`src/rtl/traffic_ctrl_gen_pkg.sv`:
```
// Shared phase/lamp encodings and BCD helpers for the two-road traffic controller.
package traffic_pkg;

    localparam logic [2:0] PH_AR_A  = 3'd0;
    localparam logic [2:0] PH_A_GRN = 3'd1;
    localparam logic [2:0] PH_A_YEL = 3'd2;
    localparam logic [2:0] PH_AR_B  = 3'd3;
    localparam logic [2:0] PH_B_GRN = 3'd4;
    localparam logic [2:0] PH_B_YEL = 3'd5;
    localparam logic [2:0] PH_F_BGO = 3'd6;
    localparam logic [2:0] PH_F_AGO = 3'd7;

    localparam logic [2:0] RED = 3'b100;
    localparam logic [2:0] GRN = 3'b010;
    localparam logic [2:0] YEL = 3'b001;

    typedef struct packed {
        logic [2:0] l1;
        logic [2:0] l2;
    } lamps_t;

    // Constant-foldable conversion used for parameter loads (0..99 only).
    function automatic logic [7:0] to_bcd(input int unsigned v);
        logic [3:0] tens;
        logic [3:0] units;
        tens  = 4'(v / 10);
        units = 4'(v % 10);
        return {tens, units};
    endfunction

    function automatic logic [7:0] bcd_dec(input logic [7:0] v);
        if (v[3:0] == 4'd0)
            return {v[7:4] - 4'd1, 4'd9};
        else
            return {v[7:4], v[3:0] - 4'd1};
    endfunction

    function automatic lamps_t lamps_of(input logic [2:0] ph);
        lamps_t l;
        case (ph)
            PH_A_GRN: l = '{l1: GRN, l2: RED};
            PH_A_YEL: l = '{l1: YEL, l2: RED};
            PH_B_GRN: l = '{l1: RED, l2: GRN};
            PH_B_YEL: l = '{l1: RED, l2: YEL};
            PH_F_BGO: l = '{l1: RED, l2: GRN};
            PH_F_AGO: l = '{l1: GRN, l2: RED};
            default:  l = '{l1: RED, l2: RED};
        endcase
        return l;
    endfunction

endpackage

```
`src/rtl/traffic_ctrl_gen_tick.sv`:
```
// Prescaler: one-clock tick every TICK_DIV clocks, restarted by clr.
module tick_gen #(
    parameter int unsigned TICK_DIV = 8000000
) (
    input  logic clk,
    input  logic clr,
    output logic tick
);

    localparam int unsigned W = $clog2(TICK_DIV);
    localparam logic [W-1:0] LAST = W'(TICK_DIV - 1);

    logic [W-1:0] cnt;

    always_ff @(posedge clk or posedge clr) begin
        if (clr)
            cnt <= '0;
        else if (cnt == LAST)
            cnt <= '0;
        else
            cnt <= cnt + 1'b1;
    end

    // The edge that consumes this pulse is the TICK_DIV-th edge after clr falls.
    assign tick = (cnt == LAST);

endmodule

```
`src/rtl/traffic_ctrl_gen.sv`:
```
// Two-road traffic light controller with BCD countdown, force stops and pedestrian shortening.
module traffic_ctrl_gen
    import traffic_pkg::*;
#(
    parameter int unsigned TICK_DIV = 8000000,
    parameter int unsigned GREEN_A  = 35,
    parameter int unsigned GREEN_B  = 25,
    parameter int unsigned YELLOW   = 5,
    parameter int unsigned ALL_RED  = 2,
    parameter int unsigned PED_MIN  = 5
) (
    input  logic       clk,
    input  logic       clr,
    input  logic       pause,
    input  logic       stopa,
    input  logic       stopb,
    input  logic       ped_req,
    output logic [2:0] light1,
    output logic [2:0] light2,
    output logic [7:0] data,
    output logic [2:0] phase,
    output logic       ped_ack
);

    if (TICK_DIV < 2 ||
        GREEN_A < 1 || GREEN_A > 99 || GREEN_B < 1 || GREEN_B > 99 ||
        YELLOW  < 1 || YELLOW  > 99 || ALL_RED < 1 || ALL_RED > 99 ||
        PED_MIN >= GREEN_A) begin : g_bad_params
        $error("traffic_ctrl_gen: parameter out of range");
    end

    localparam logic [7:0] D_GA  = to_bcd(GREEN_A);
    localparam logic [7:0] D_GB  = to_bcd(GREEN_B);
    localparam logic [7:0] D_Y   = to_bcd(YELLOW);
    localparam logic [7:0] D_AR  = to_bcd(ALL_RED);
    localparam logic [7:0] D_PED = to_bcd(PED_MIN);

    logic       tick;
    logic       ped_pend;
    logic       grant;
    logic [2:0] nxt_phase;
    logic [7:0] nxt_data;
    lamps_t     nxt_lamps;

    tick_gen #(.TICK_DIV(TICK_DIV)) u_tick (
        .clk  (clk),
        .clr  (clr),
        .tick (tick)
    );

    // A request arriving in A_GRN is granted on the same edge it is seen.
    assign grant = (phase == PH_A_GRN) && (ped_pend || ped_req) && !stopa && !stopb;

    always_comb begin
        nxt_phase = phase;
        nxt_data  = data;
        if (stopa) begin
            nxt_phase = PH_F_BGO;
            nxt_data  = 8'h00;
        end else if (stopb) begin
            nxt_phase = PH_F_AGO;
            nxt_data  = 8'h00;
        end else if (phase == PH_F_BGO) begin
            nxt_phase = PH_B_YEL;
            nxt_data  = D_Y;
        end else if (phase == PH_F_AGO) begin
            nxt_phase = PH_A_YEL;
            nxt_data  = D_Y;
        end else if (grant) begin
            if (data > D_PED)
                nxt_data = D_PED;
        end else if (tick && !pause) begin
            if (data == 8'h01) begin
                case (phase)
                    PH_AR_A:  begin nxt_phase = PH_A_GRN; nxt_data = D_GA; end
                    PH_A_GRN: begin nxt_phase = PH_A_YEL; nxt_data = D_Y;  end
                    PH_A_YEL: begin nxt_phase = PH_AR_B;  nxt_data = D_AR; end
                    PH_AR_B:  begin nxt_phase = PH_B_GRN; nxt_data = D_GB; end
                    PH_B_GRN: begin nxt_phase = PH_B_YEL; nxt_data = D_Y;  end
                    default:  begin nxt_phase = PH_AR_A;  nxt_data = D_AR; end
                endcase
            end else begin
                nxt_data = bcd_dec(data);
            end
        end
    end

    assign nxt_lamps = lamps_of(nxt_phase);

    always_ff @(posedge clk or posedge clr) begin
        if (clr) begin
            phase    <= PH_AR_A;
            data     <= D_AR;
            light1   <= RED;
            light2   <= RED;
            ped_pend <= 1'b0;
            ped_ack  <= 1'b0;
        end else begin
            phase    <= nxt_phase;
            data     <= nxt_data;
            light1   <= nxt_lamps.l1;
            light2   <= nxt_lamps.l2;
            ped_pend <= grant ? 1'b0 : (ped_pend | ped_req);
            ped_ack  <= grant;
        end
    end

endmodule

```
`config.mk`:
```
export PLATFORM = sky130hd
export DESIGN_NAME = traffic_ctrl_gen
export DESIGN_NICKNAME = d
export VERILOG_FILES = /design/src/rtl/traffic_ctrl_gen_pkg.sv /design/src/rtl/traffic_ctrl_gen_tick.sv /design/src/rtl/traffic_ctrl_gen.sv
export SDC_FILE = /design/constraint.sdc
export NUM_CORES = 1
export LEC_CHECK = 0
export CAP_MARGIN = 20
export CORE_ASPECT_RATIO = 0.8
export CORE_UTILIZATION = 49
export CTS_CLUSTER_SIZE = 12
export DETAILED_ROUTE_END_ITERATION = 10
export DONT_BUFFER_PORTS = 1
export PLACE_DENSITY_LB_ADDON = 0.3
export SLEW_MARGIN = 20
export SYNTH_ARGS = -nofsm -noshare
export SYNTH_HDL_FRONTEND = slang
export SYNTH_HIERARCHICAL = 1
export SYNTH_SLANG_ARGS = --single-unit
```
`constraint.sdc`:
```
create_clock -name clk -period 3.4 [get_ports clk]
set_input_delay 0.51 -clock clk [delete_from_list [all_inputs] [get_ports clk]]
set_output_delay 0.51 -clock clk [all_outputs]
set_load 0.05 [all_outputs]
```
Word level (Yosys, flattened, before mapping)
Index checks and enable logic that the tools add are counted.
{"block": "word_totals", "register_bits": 42, "in_bits": 6, "output_inout_bits": 18, "elab_cells": 66}
{"block": "classes", "n_addsub": 3, "n_lt_le_gt_ge": 1, "n_eq_ne": 15, "muxes": 21, "bitwise": 1, "reduce_logical": 17}
{"operator": "2-to-1 mux 8 bit", "n": 9}
{"operator": "case mux 6 bit (4 select lines)", "n": 1}
{"operator": "adder 23 x 1 -> 23 bit (second input constant)", "n": 1}
{"operator": "equality test 23 bit (second input constant)", "n": 1}
{"operator": "2-to-1 mux 23 bit", "n": 1}
{"operator": "equality test 3 bit (second input constant)", "n": 7}
{"operator": "2-to-1 mux 3 bit", "n": 7}
{"operator": "case mux 6 bit (3 select lines)", "n": 1}
{"operator": "case mux 3 bit (5 select lines)", "n": 1}
{"operator": "equality test 3 x 2 -> 1 bit (second input constant)", "n": 3}
{"operator": "equality test 8 x 1 -> 1 bit (second input constant)", "n": 1}
{"operator": "greater-than comparator 8 x 3 -> 1 bit (second input constant)", "n": 1}
{"operator": "subtractor 4 x 1 -> 4 bit (second input constant)", "n": 2}
{"operator": "nonzero test 7 bit", "n": 1}
{"operator": "equality test 3 x 1 -> 1 bit (second input constant)", "n": 2}
{"operator": "inequality test 6 x 3 -> 1 bit (second input constant)", "n": 1}
{"operator": "nonzero test 6 bit", "n": 1}
{"operator": "OR reduction 2 bit", "n": 3}
{"operator": "logical AND 1 bit", "n": 4}
{"operator": "zero test 4 bit", "n": 1}
{"operator": "zero test 1 bit", "n": 3}
{"operator": "zero test 3 bit", "n": 1}
{"operator": "AND reduction 3 bit", "n": 1}
{"operator": "AND reduction 2 bit", "n": 1}
{"operator": "3 further kinds", "n": 3}

Longest topological paths before layout
{"block": "logic_depth", "ltp_word": 12, "ltp_mapped": 11, "mapped_depth_nobuf": 10}

Modules after synthesis
The synthesis kept the hierarchy.
{"module": "traffic_ctrl_gen", "instances": 1, "cells_per_inst": 135, "area_per_inst_um2": 1211.2, "seq_area_each_um2": 479.2}
{"module": "tick_gen", "instances": 1, "cells_per_inst": 105, "area_per_inst_um2": 1114.8, "seq_area_each_um2": 575.6}

Worst setup path before layout
No wires, ideal clock.
{"block": "synth_timing", "path_type": "register to register", "start": "reg u_tick.cnt[0]", "end": "reg light1[2]", "arrival_time_ns": 2.610, "required_time_ns": 3.314, "slack_ns": 0.704, "path_stages_with_launch": 12, "period_less_slack_ns": 2.696, "cell_sequence": "dfrtp_1 > ha_1 > nand4_1 > nor2_1 > and4_1 > buf_6 > or4bb_1 > nor2_4 > and4b_1 > nor3_2 > a2111oi_4 > nor2_1"}
{"item": "from (decl)", "line_no": "traffic_ctrl_gen_tick.sv:13", "text": "logic [W-1:0] cnt;"}
{"item": "from (signal assigned)", "line_no": "traffic_ctrl_gen_tick.sv:21", "text": "cnt <= cnt + 1'b1;"}
{"item": "to (signal assigned)", "line_no": "traffic_ctrl_gen.sv:101", "text": "light1 <= nxt_lamps.l1;"}
{"item": "to (decl)", "line_no": "traffic_ctrl_gen.sv:18", "text": "output logic [2:0] light1,"}

==> results_dict.tcl <==
set metrics [dict create \
    hold_path.class "in -> async" \
    synth_nets 251 \
    slowest_stage "or4bb_1" \
    crit_required_ns 3.62 \
    place.gp.congestion 0.779 \
    slew_headroom_pct 40.7 \
    root_buffer "clkbuf_8" \
    synthCells 240 \
    vias 1739 \
    start_util_pct 50.9 \
    postCtsSetupRepairBufs 0 \
    drc_errors 0 \
    p_comb_share_pct 11.7 \
    synth_top_cell_area_share_pct 42.0 \
    syn_area_mm2 0.00233 \
    synth.distinct_cells 55 \
    io_pins 24 \
    grt.total_usage_pct 20.3 \
    status "finished, final reports clean" \
    hold_viol 0 \
    grt_pass1_vias 1631 \
    hpwl_mm 3.42 \
    seq_area_frac_synth_pct 45.3 \
    drive_gt1_share_pct 12.6 \
    die_h_um 63.6 \
    dr.pass1.iters 4 \
    power.density_mw_per_mm2 407 \
    cpPeakStageDelay_ns 0.57 \
    numCtsBuffers 5 \
    max-clock-path-buffers 2 \
    area_delta_synth_final_pct 7.15 \
    path_class "reg -> reg" \
    grt_pass1_wl_mm 7.88 \
    final_cells 307 \
    finalNetCount 257 \
    wire_per_inst_um 15.2 \
    globalRoute.totalOverflow 0 \
    clk_pin_slew_ns 0.08 \
    top_usage_layer "met1" \
    dp_cells 299 \
    final_area_mm2 0.00249 \
    max_freq_ghz 0.354 \
    dieArea_mm2 0.00503 \
    port_buffers 0 \
    synth_edf_count 0 \
    rrSetupSlack_ns 0.58 \
    drtAntennaViolNets 0 \
    use_met2_pct 26.5 \
    grt.met3_usage_pct 5.65 \
    p_seq_share_pct 54.8 \
    wl_mm 4.66 \
    row_count 22 \
    placed_area_mm2 0.00240 \
    vias_per_cell 5.66 \
    final_util_pct 54.5 \
    post_cts_resized 0 \
    fin_worst_skew_ns 0.00817 \
    yosys-top-cells-area "dfrtp_1, xnor2_1, nor2_1, a21oi_1, dfstp_2" \
    path_cells "ha_1 -> nand4_1 -> nor2_1 -> and4_1 -> or4bb_1 -> nor2_4 -> nand3_1 -> o21ai_0 -> a22o_1 -> and3_1" \
    avgSynthCellArea_um2 9.69 \
    arrival_ns 3.04 \
    p_int_w 0.000716 \
    crit_path_start_kind "register" \
    synth_seq_cells 42 \
    slew_violations 0 \
    leakage_nw 1.01 \
    synth_area_leader_cell "dfrtp_1" \
    regToRegStartpoint "u_tick/cnt[0]" \
    synthFlopType "dfrtp_1" \
    crit_start "u_tick/cnt[0]" \
    rsz0062_at_grt "false" \
    tightestPinTransition_ns 0.888 \
    irDropWorstVdd_v 0.000238 \
    yosys_warnings 6 \
    tritoncts "done" \
    htree_levels 2 \
    setup-violations-final 0 \
    core_mm2 0.00457 \
    finalCritPeriodShare_pct 83.0 \
    async_reset_ff_share_pct 100 \
    clk_latency_ns 0.30 \
    grtUsageMet1_pct 31.8 \
    drv_cap 0 \
    antennaDiodeCount 0 \
    cp-end-kind "register" \
    first_iter_violations 94 \
    hold_buffers 0 \
    switchingPower_w 0.000298 \
    grt_start_max_net_pins 24 \
    grt_antenna_before_repair 0 \
    min_period_ns 2.82 \
    critPathMaxFanout 5 \
    p_sw_share_pct 29.4 \
    clkPwrFrac_pct 33.4 \
    fin_tns_setup_ns 0 \
    cts.sinks 42 \
    die_w_um 79.0 \
]
[flip-flops by register name, summed over array words and instances, names as in the netlist]
| name | flops |
|---|---|
| ped_ack | 1 |
| phase | 3 |
| ped_pend | 1 |
| light1 | 3 |
| light2 | 3 |
| u_tick/cnt | 23 |
| data | 8 |
[cell usage in the layout, fill, tap and decap left out, drive strengths merged, types with 5 or more instances in the layout]
| cell | instances |
|---|---|
| clkbuf | 7 |
| ha | 5 |
| xnor2 | 15 |
| or4 | 5 |
| o21ai | 15 |
| a21oi | 16 |
| nor2 | 25 |
| nand3 | 14 |
| dfrtp | 39 |
| nand2 | 18 |
| inv | 11 |
| nor4 | 5 |
| o31ai | 5 |
| buf | 7 |
[final timing paths]
check / end / cells past startpoint
max in group asynchronous: u_tick/cnt[19] / 1
hold / removal: data[0] / 1
min in group clk: light1[1] / 1
hold reg to reg: u_tick/cnt[0] / 1
setup reg to reg: light2[0] / 10
setup / recovery: light2[0] / 10
[area by class of cell]
type,instances,area [µm²]
fill,423,2080
tap,60,75.1
sequential,42,1050
clock inverter,1,5.00
multi-input combinational,179,1180
inverter,11,41.3
timing repair buffer,7,52.6
clock buffer,7,86.3
[cell usage after synthesis, types with 3 or more instances]
| cell type | instances |
|---|---|
| nor2b_1 | 3 |
| a21oi_1 | 16 |
| o21ai_0 | 14 |
| dfrtp_1 | 39 |
| and3_1 | 3 |
| or4_1 | 3 |
| xor2_1 | 3 |
| or2_2 | 4 |
| nand2b_1 | 3 |
| nor4_1 | 5 |
| nor3_1 | 3 |
| nor2_1 | 24 |
| nand3b_1 | 3 |
| dfstp_2 | 3 |
| ha_1 | 5 |
| nand3_1 | 14 |
| inv_1 | 11 |
| o31ai_1 | 5 |
| nand2_1 | 18 |
| xnor2_1 | 15 |
| buf_2 | 3 |
[power by group through the flow]
| stage | Combinational [W] | Clock, W | Sequential, W |
|---|---|---|---|
| CTS | 0.000119 | 0.000342 | 0.000556 |
| detailed placement | 0.000119 | 0 | 0.000566 |
| floorplan | 0.0000866 | 0 | 0.000574 |
| global route | 0.000135 | 0.000365 | 0.000558 |
| global placement | 0.000117 | 0 | 0.000565 |
| finish | 0.000119 | 0.000339 | 0.000556 |
[critical path: cells and delay by family (launching register included)]
kind                       cells  cell delay [ns]
AOI/OAI and AO/OA              2             0.48
adders and majority gates      1             0.25
DFF                            1             0.40
and+or+nand+nor                7             1.61
[logic make-up (layout without fill, tap and decap cells)]
group                      count (synthesis)  in the layout  share of synthesized area [%]
xor gates and xnor gates                  18             18                           6.78
DFF                                       42             42                           45.3
and+or+nand+nor                          107            107                           27.5
AOI/OAI and AO/OA                         49             49                           13.6
buffers and inverters                     19             26                           4.03
adders and majority gates                  5              5                           2.69
[layer usage]
layer	routed length, µm	vias to the layer above
met5	0	-
met1	2500	814
met2	1860	50
met3	291	2
li1	-	873
met4	17	0
[metrics by stage]
step	power [W]	worst slack, ns	hold WS, ns
2_1_floorplan	0.000661	0.704	0.449
3_3_place_gp	0.000683	0.716	0.472
3_5_place_dp	0.000685	0.649	0.492
4_1_cts	0.00102	0.609	0.250
5_1_grt	0.00106	0.375	0.277
6_report	0.00101	0.578	0.216
Power figures use the tool's default switching activity.
